$ cat src/rtl/pic_bus_pkg.sv
// Shared types and constants for the 8259A-compatible bus initiator and the
// hosts that drive it.
package pic_bus_pkg;

   localparam int PIC_TMR_W = 4;

   typedef enum logic [3:0] {
      ST_IDLE,
      ST_SETUP,
      ST_STROBE,
      ST_HOLD,
      ST_GAP,
      ST_INTA1,
      ST_INTA_GAP,
      ST_INTA2,
      ST_VEC
   } state_t;

   // Bus pin bundle; registered as one unit so every pin changes on the same edge.
   typedef struct packed {
      logic       cs_n;
      logic       wr_n;
      logic       rd_n;
      logic       inta_n;
      logic       a0;
      logic [7:0] dout;
      logic       dout_oe;
   } bus_t;

   localparam bus_t BUS_IDLE = '{cs_n: 1'b1, wr_n: 1'b1, rd_n: 1'b1, inta_n: 1'b1,
                                 a0: 1'b0, dout: 8'h00, dout_oe: 1'b0};

   // ICW1 / OCW3 field positions for hosts composing controller commands.
   localparam int         ICW1_INIT_BIT = 4;
   localparam int         ICW1_LTIM_BIT = 3;
   localparam int         ICW1_SNGL_BIT = 1;
   localparam int         ICW1_IC4_BIT  = 0;
   localparam logic [1:0] OCW3_SEL      = 2'b01;

   function automatic logic [7:0] icw1_word(input logic ltim, input logic sngl,
                                            input logic ic4);
      logic [7:0] w;
      w                = 8'h00;
      w[ICW1_INIT_BIT] = 1'b1;
      w[ICW1_LTIM_BIT] = ltim;
      w[ICW1_SNGL_BIT] = sngl;
      w[ICW1_IC4_BIT]  = ic4;
      return w;
   endfunction

endpackage

$ cat src/rtl/pic_bus_master_pulse_timer.sv
// Loadable down-counter that times every multi-cycle bus state; done is high
// while the count sits at zero.
module pic_pulse_timer
   import pic_bus_pkg::*;
(
   input  logic                 clk,
   input  logic                 reset,
   input  logic                 load,
   input  logic [PIC_TMR_W-1:0] load_val,
   output logic                 done
);

   logic [PIC_TMR_W-1:0] count;

   // NOTE: sequential state is assigned with <= so every register samples the
   // pre-edge values of its neighbours, independent of statement order.
   always_ff @(posedge clk) begin
      if (reset) begin
         count <= '0;
      end else if (load) begin
         count <= load_val;
      end else if (count != '0) begin
         count <= count - 1'b1;
      end
   end

   assign done = (count == '0);

endmodule

$ cat src/rtl/pic_bus_master.sv
// CPU-side initiator for the 8259A-compatible controller: register read/write
// cycles on cs_n/wr_n/rd_n/a0 and the two-pulse INTA vector fetch.
module pic_bus_master
   import pic_bus_pkg::*;
#(
   parameter int PULSE_CYCLES = 2,
   parameter int GAP_CYCLES   = 2
) (
   input  logic       clk,
   input  logic       reset,
   input  logic       cmd_valid,
   output logic       cmd_ready,
   input  logic       cmd_rd,
   input  logic       cmd_a0,
   input  logic [7:0] cmd_data,
   output logic       rsp_valid,
   output logic [7:0] rsp_data,
   input  logic       intr,
   output logic       vec_valid,
   output logic [7:0] vec_data,
   output logic       cs_n,
   output logic       wr_n,
   output logic       rd_n,
   output logic       inta_n,
   output logic       a0,
   output logic [7:0] dout,
   output logic       dout_oe,
   input  logic [7:0] din
);

   localparam logic [PIC_TMR_W-1:0] PULSE_LD = PIC_TMR_W'(PULSE_CYCLES - 1);
   localparam logic [PIC_TMR_W-1:0] GAP_LD   = PIC_TMR_W'(GAP_CYCLES - 1);

   state_t               state, next_state;
   bus_t                 bus_q, bus_d;
   logic                 lat_rd, lat_a0;
   logic [7:0]           lat_data;
   logic                 nxt_rd, nxt_a0;
   logic [7:0]           nxt_data;
   logic                 accept;
   logic                 tmr_load, tmr_done;
   logic [PIC_TMR_W-1:0] tmr_load_val;

   assign cmd_ready = (state == ST_IDLE) && !intr && !reset;
   assign accept    = cmd_valid && cmd_ready;

   // Outputs are registered from the next state, so the command being accepted
   // this edge must already steer a0/dout.
   assign nxt_rd   = accept ? cmd_rd   : lat_rd;
   assign nxt_a0   = accept ? cmd_a0   : lat_a0;
   assign nxt_data = accept ? cmd_data : lat_data;

   always_comb begin
      // NOTE: every combinational output gets a default first so no path
      // through the case leaves it unassigned and infers a latch.
      next_state = state;
      unique case (state)
         ST_IDLE: begin
            if (intr)        next_state = ST_INTA1;
            else if (accept) next_state = ST_SETUP;
         end
         ST_SETUP:    next_state = ST_STROBE;
         ST_STROBE:   if (tmr_done) next_state = ST_HOLD;
         ST_HOLD:     next_state = ST_GAP;
         ST_GAP:      if (tmr_done) next_state = ST_IDLE;
         ST_INTA1:    if (tmr_done) next_state = ST_INTA_GAP;
         ST_INTA_GAP: if (tmr_done) next_state = ST_INTA2;
         ST_INTA2:    if (tmr_done) next_state = ST_VEC;
         ST_VEC:      next_state = ST_GAP;
         default:     next_state = ST_IDLE;
      endcase
   end

   // The timer is reloaded with N-1 whenever a new state is entered.
   always_comb begin
      tmr_load     = (next_state != state);
      tmr_load_val = '0;
      unique case (next_state)
         ST_STROBE, ST_INTA1, ST_INTA2: tmr_load_val = PULSE_LD;
         ST_GAP, ST_INTA_GAP:           tmr_load_val = GAP_LD;
         default:                       tmr_load_val = '0;
      endcase
   end

   always_comb begin
      bus_d = BUS_IDLE;
      unique case (next_state)
         ST_SETUP, ST_STROBE, ST_HOLD: begin
            bus_d.cs_n    = 1'b0;
            bus_d.a0      = nxt_a0;
            bus_d.dout    = nxt_rd ? 8'h00 : nxt_data;
            bus_d.dout_oe = !nxt_rd;
            if (next_state == ST_STROBE) begin
               bus_d.wr_n = nxt_rd;
               bus_d.rd_n = !nxt_rd;
            end
         end
         ST_INTA1, ST_INTA2: bus_d.inta_n = 1'b0;
         default:            bus_d = BUS_IDLE;
      endcase
   end

   always_ff @(posedge clk) begin
      if (reset) begin
         state     <= ST_IDLE;
         bus_q     <= BUS_IDLE;
         lat_rd    <= 1'b0;
         lat_a0    <= 1'b0;
         lat_data  <= 8'h00;
         rsp_valid <= 1'b0;
         rsp_data  <= 8'h00;
         vec_valid <= 1'b0;
         vec_data  <= 8'h00;
      end else begin
         state     <= next_state;
         bus_q     <= bus_d;
         rsp_valid <= (next_state == ST_HOLD);
         vec_valid <= (next_state == ST_VEC);
         if (accept) begin
            lat_rd   <= cmd_rd;
            lat_a0   <= cmd_a0;
            lat_data <= cmd_data;
            rsp_data <= 8'h00;
         end else if (state == ST_STROBE && tmr_done && lat_rd) begin
            rsp_data <= din;
         end
         if (state == ST_INTA2 && tmr_done) vec_data <= din;
      end
   end

   pic_pulse_timer u_timer (
      .clk      (clk),
      .reset    (reset),
      .load     (tmr_load),
      .load_val (tmr_load_val),
      .done     (tmr_done)
   );

   assign cs_n    = bus_q.cs_n;
   assign wr_n    = bus_q.wr_n;
   assign rd_n    = bus_q.rd_n;
   assign inta_n  = bus_q.inta_n;
   assign a0      = bus_q.a0;
   assign dout    = bus_q.dout;
   assign dout_oe = bus_q.dout_oe;

endmodule

$ cat config.mk
export PLATFORM = sky130hd
export DESIGN_NAME = pic_bus_master
export DESIGN_NICKNAME = d
export VERILOG_FILES = /design/src/rtl/pic_bus_pkg.sv /design/src/rtl/pic_bus_master_pulse_timer.sv /design/src/rtl/pic_bus_master.sv
export SDC_FILE = /design/constraint.sdc
export NUM_CORES = 1
export LEC_CHECK = 0
export ABC_CLOCK_PERIOD_IN_PS = 3120
export CORE_ASPECT_RATIO = 0.75
export CORE_MARGIN = 2
export CORE_UTILIZATION = 52
export DETAILED_ROUTE_END_ITERATION = 8
export GPL_ROUTABILITY_DRIVEN = 0
export HOLD_SLACK_MARGIN = 0.1
export PLACE_DENSITY_LB_ADDON = 0.15
export SLEW_MARGIN = 20
export SYNTH_ARGS = -nofsm -noshare
export SYNTH_HDL_FRONTEND = slang
export SYNTH_SLANG_ARGS = --single-unit
$ cat constraint.sdc
create_clock -name clk -period 3.12 [get_ports clk]
set_clock_uncertainty 0.15 [all_clocks]
set_input_delay 0.624 -clock clk [delete_from_list [all_inputs] [get_ports clk]]
set_output_delay 0.624 -clock clk [all_outputs]
set_load 0.05 [all_outputs]
# --- After elaboration in Yosys (flattened, before gate mapping) ---
# Index checks and enable logic that the tools add are counted.
op_classes:
  div_mod_pow: 0
  n_eq_ne: 17
  n_shift: 0
  n_bitwise: 2
  n_lt_le_gt_ge: 0
  muxes: 17
  multipliers: 0
  n_reduce_logical: 21
  addsub: 1
op_table:
  columns: ["op", "n"]
  rows:
  - ["$mux W4", 9]
  - ["$eq A4 B3 Y1 const B", 8]
  - ["$pmux W4 S8", 1]
  - ["$eq A4 B2 Y1 const B", 4]
  - ["$reduce_or A3 Y1", 3]
  - ["$eq A4 B1 Y1 const B", 2]
  - ["$eq A4 B4 Y1 const B", 2]
  - ["$logic_not A4 Y1", 2]
  - ["$mux W8", 1]
  - ["$reduce_or A2 Y1", 4]
  - ["$logic_and A1 B1 Y1", 6]
  - ["$reduce_or A5 Y1", 1]
  - ["$mux W1", 4]
  - ["$ne A4 B4 Y1", 1]
  - ["$reduce_bool A4 Y1", 1]
  - ["$sub A4 B1 Y4 const B", 1]
  - ["$logic_not A1 Y1", 3]
  - ["$mux W3", 1]
  - ["$mux W2", 1]
  - ["$not A1 Y1", 2]
  - ["$reduce_bool A2 Y1", 1]
totals:
  mem_bits_ro: 0
  word_cells: 74
  reg_bits: 50
  ram_bits: 0
  latch_bits: 0
  input_bits: 22
  out_inout_bits: 33
  mem_count: 0

# --- Depth between registers and ports, before layout ---
logic_depth:
  ltp_word: 11
  ltp_mapped: 7

# --- Hierarchy ---
# From an unflattened synthesis, not the netlist that was laid out.
unflattened:
  cells_unflattened: 202
  area_unflattened_um2: 2065.7
modules_own_cells:
  columns: ["mod", "n_inst", "area_per_inst_um2", "cells_per_inst"]
  rows:
  - ["pic_bus_master", 1, 1836.8, 178]
  - ["pic_pulse_timer", 1, 229.0, 24]

# --- Worst setup path after synthesis ---
# No wires, ideal clock.
synth_path:
  path_kind: "input-to-output"
  start: "in intr"
  end: "out cmd_ready"
  required_ns: 2.346
  stages: 2
  n_path_buf: 0
  arrival_time_ns: 1.228
  slack_ns: 1.118
  path_cell_list: "nor2_1 and2_1"
synth_between:
  elab_chain_len: 3
synth_lines:
  columns: ["item", "line_no", "source"]
  rows:
  - ["start, declared", "pic_bus_master.sv:18", "input logic intr,"]
  - ["$logic_not A1 Y1", "pic_bus_master.sv:44", "assign cmd_ready = (state == ST_IDLE) && !intr && !reset;"]
  - ["$logic_and A1 B1 Y1 (2 in series)", "pic_bus_master.sv:44", null]
  - ["end, declared", "pic_bus_master.sv:12", "output logic cmd_ready,"]
# Every way passes these cells.

# --- Worst setup path after layout ---
# Same ends and word-level chain as after synthesis.

==> flow_summary_export.csv <==
group,metric,value,unit
die,dieArea,4600,um2
cts,tritoncts_num_sinks,50,
cts,clockBufferDepth,2,
cts,ctsHoldBuffers,0,
cts,cts_buffers,5,
final_layout,antennaDiodeCount,0,
placement,dp_hpwl,3.15,mm
timing,layout_min_cycle_time,2470,ps
final_layout,drive_above_1_share,0.109,
final_layout,area_growth,34.1,%
setup_path,required,2350,ps
setup_path,critPathCaptureType,"output pin",
setup_path,crit_path_max_fanout,6,
logic_synthesis,yosys_warnings,0,
timing,tns,0,ps
logic_synthesis,avgSynthCellArea,9.44,um2
timing,max_clock_freq,406,MHz
timing,post-route-period-util,0.790,
routing,drt-total-wl,4.59,mm
logic_synthesis,netlist_instances,224,
logic_synthesis,synth.yosys.seq_area_share,0.473,
pwr,p_leak,1.10,nW
die,io_pins,55,
grt,grt_max_degree,32,
final_layout,final_cell_area,2840,um2
cts,cts_setup_buffers,0,
min_path,hold_class,"flip-flop to flip-flop",
timing,grt_setup_unrepaired,"false",
grt,antenna_found_initial,0,
final_layout,utilization,0.713,
routing,ant_nets,0,
timing,slew_violations,0,
routing,num_vias,1721,
logic_synthesis,syn_area,2110,um2
logic_synthesis,ys_seq_elements,50,
flow_run,drv_cap,0,
cts,cts.clk_slew.worst_paths,90,ps
logic_synthesis,synth.distinct_cells,44,
grt,overflow,0,
timing,tightest_slew,553,ps
routing,drt_pass1_iterations,4,
routing,drc_errors,0,
routing,wire_per_inst,13.9,um
logic_synthesis,syn_nets,247,
routing,avgViaCountPerCell,5.20,
logic_synthesis,yosysTopAreaCell,"dfxtp_1",
timing,relSlewSlack,0.632,
grt,grt_pass1_wl,7.44,mm
die,die_w,77.6,um
cts,postCtsResizedCells,0,
die,placementRows,20,
logic_synthesis,ys.flop_type,"dfxtp_1",
routing,drt_iter0_drc,107,
die,start_util,0.531,
timing,final-hold-violation-count,0,
setup_path,slowest_delay,490,ps
pwr,ir_drop,393,uV
die,core,3980,um2
logic_synthesis,ys_top_cells_by_area,"dfxtp_1 (47%), mux2i_1 (9.0%), nor2_1 (4.8%)",
final_layout,nNetsFinal,298,
outcome,status,"complete, no violations",
setup_path,cp-start-kind,"input port",
pwr,power.density,726,nW/um2
die,fp.dieH,59.2,um
setup_path,slowest_stage,"clkdlybuf4s50_1",
placement,placed_cell_area,2690,um2
logic_synthesis,synth_edf_count,0,
logic_synthesis,yosysTopAreaCellShare,0.473,
setup_path,path_cells,"clkdlybuf4s50_1, nor2_1, and2_1, buf_12",
cts,cts-root-buf,"clkbuf_8",
cts,htree_levels,2,
placement,numPortBuffers,54,
logic_synthesis,synthArstFlopShare,0,
cts,clock_latency,300,ps
grt,first_global_vias,1607,
timing,holdWs,314,ps
setup_path,cp_data_arrival_time,1690,ps
timing,setup_violations,0,
setup_path,crit_type,"input port to output pin",
grt,track_usage,0.211,
cts,cts_tree,"built",
==> synth_stat cells, drive strengths merged, types with 3 or more instances <==
master / number
a21oi: 13
nor3: 4
buf: 5
nor2b: 3
nand2: 25
mux2i: 19
nor2: 27
o211ai: 3
o21ai: 3
nor4: 4
nand3: 10
clkbuf: 8
o31ai: 8
dfxtp: 50
inv: 12
==> logic make-up (layout without fill, tap and decap cells) <==
group	after synthesis	in the layout	synth area share
AND/OR/NAND/NOR	87	87	0.212
flip-flops	50	50	0.473
AO/OA/AOI/OAI	38	38	0.149
buffers and inverters	25	77	0.0509
multiplexers	21	21	0.101
XOR/XNOR	2	2	0.00829
adder cells (fa/ha/maj)	1	1	0.00592
==> metal layers <==
layer  up-vias  track usage  wire, um  part of all wire
met1       781        0.276      2190              0.48
met4         0       0.0612        55             0.012
met5         -            0         0                 0
met2        62        0.317      1950              0.42
met3         7       0.0976       397             0.086
li1        871            -         -                 -
==> where the power goes <==
group / total, W / internal [W] / switching [W]
Combinational: 0.000703 / 0.000288 / 0.000416
Clock: 0.000556 / 0.000342 / 0.000214
Sequential: 0.000800 / 0.000706 / 0.0000946
==> area by class of cell <==
type | count | area, um2
Tap cell | 55 | 68.8
Sequential cell | 50 | 1000
Inverter | 12 | 45.0
Clock inverter | 2 | 60.1
Fill cell | 300 | 1140
Timing Repair Buffer | 57 | 573
Clock buffer | 6 | 82.6
Multi-Input combinational cell | 149 | 1010
==> flip-flops by register name (all words and copies together) (netlist names) <==
register       cells
dout               8
inta_n             1
rsp_data           8
rd_n               1
state              4
vec_data           8
lat_data           8
a0                 1
dout_oe            1
lat_rd             1
rsp_valid          1
cs_n               1
lat_a0             1
u_timer.count      4
vec_valid          1
wr_n               1
==> through the flow <==
| stage | cells | setup WS [ps] | power (W) |
|---|---|---|---|
| 4_1_cts | 331 | 662 | 0.00206 |
| 5_1_grt | 331 | 603 | 0.00217 |
| 2_1_floorplan | 224 | 1120 | 0.00134 |
| 6_report | 331 | 655 | 0.00206 |
| 3_5_place_dp | 323 | 583 | 0.00151 |
| 3_3_place_gp | 323 | 631 | 0.00150 |
==> path summary, 6_finish.rpt <==
check | slack (ps) | cells after the start | start | endpoint
hold / removal | 310 | 2 | lat_data[1]$_SDFF_PP0_ | lat_data[1]$_SDFF_PP0_
setup reg to reg | 900 | 6 | u_timer.count[0]$_SDFFE_PP0P_ | rsp_data[3]$_SDFFE_PP0P_
setup / recovery | 650 | 4 | intr | cmd_ready
hold reg to reg | 310 | 2 | lat_data[1]$_SDFF_PP0_ | lat_data[1]$_SDFF_PP0_
==> worst max-delay path: cells and delay by family <==
| family | cells | cell delay (ps) |
|---|---|---|
| buffers and inverters | 2 | 640 |
| and+or+nand+nor | 2 | 440 |
==> cell usage in the layout, fill, tap and decap left out, drive strengths merged, types with 2 or more instances in the layout <==
cell type and instances:
a2111oi 2, a211o 2, a21bo 2, a21oi 13, buf 4, bufinv 2
clkbuf 6, clkdlybuf4s50 53, dfxtp 50, inv 12, mux2 2, mux2i 19
nand2 25, nand2b 2, nand3 10, nor2 27, nor2b 3, nor3 4
nor3b 2, nor4 4, o211ai 3, o21ai 3, o31ai 8, or2 2
or3 2
(Power assumes the default switching activity.)
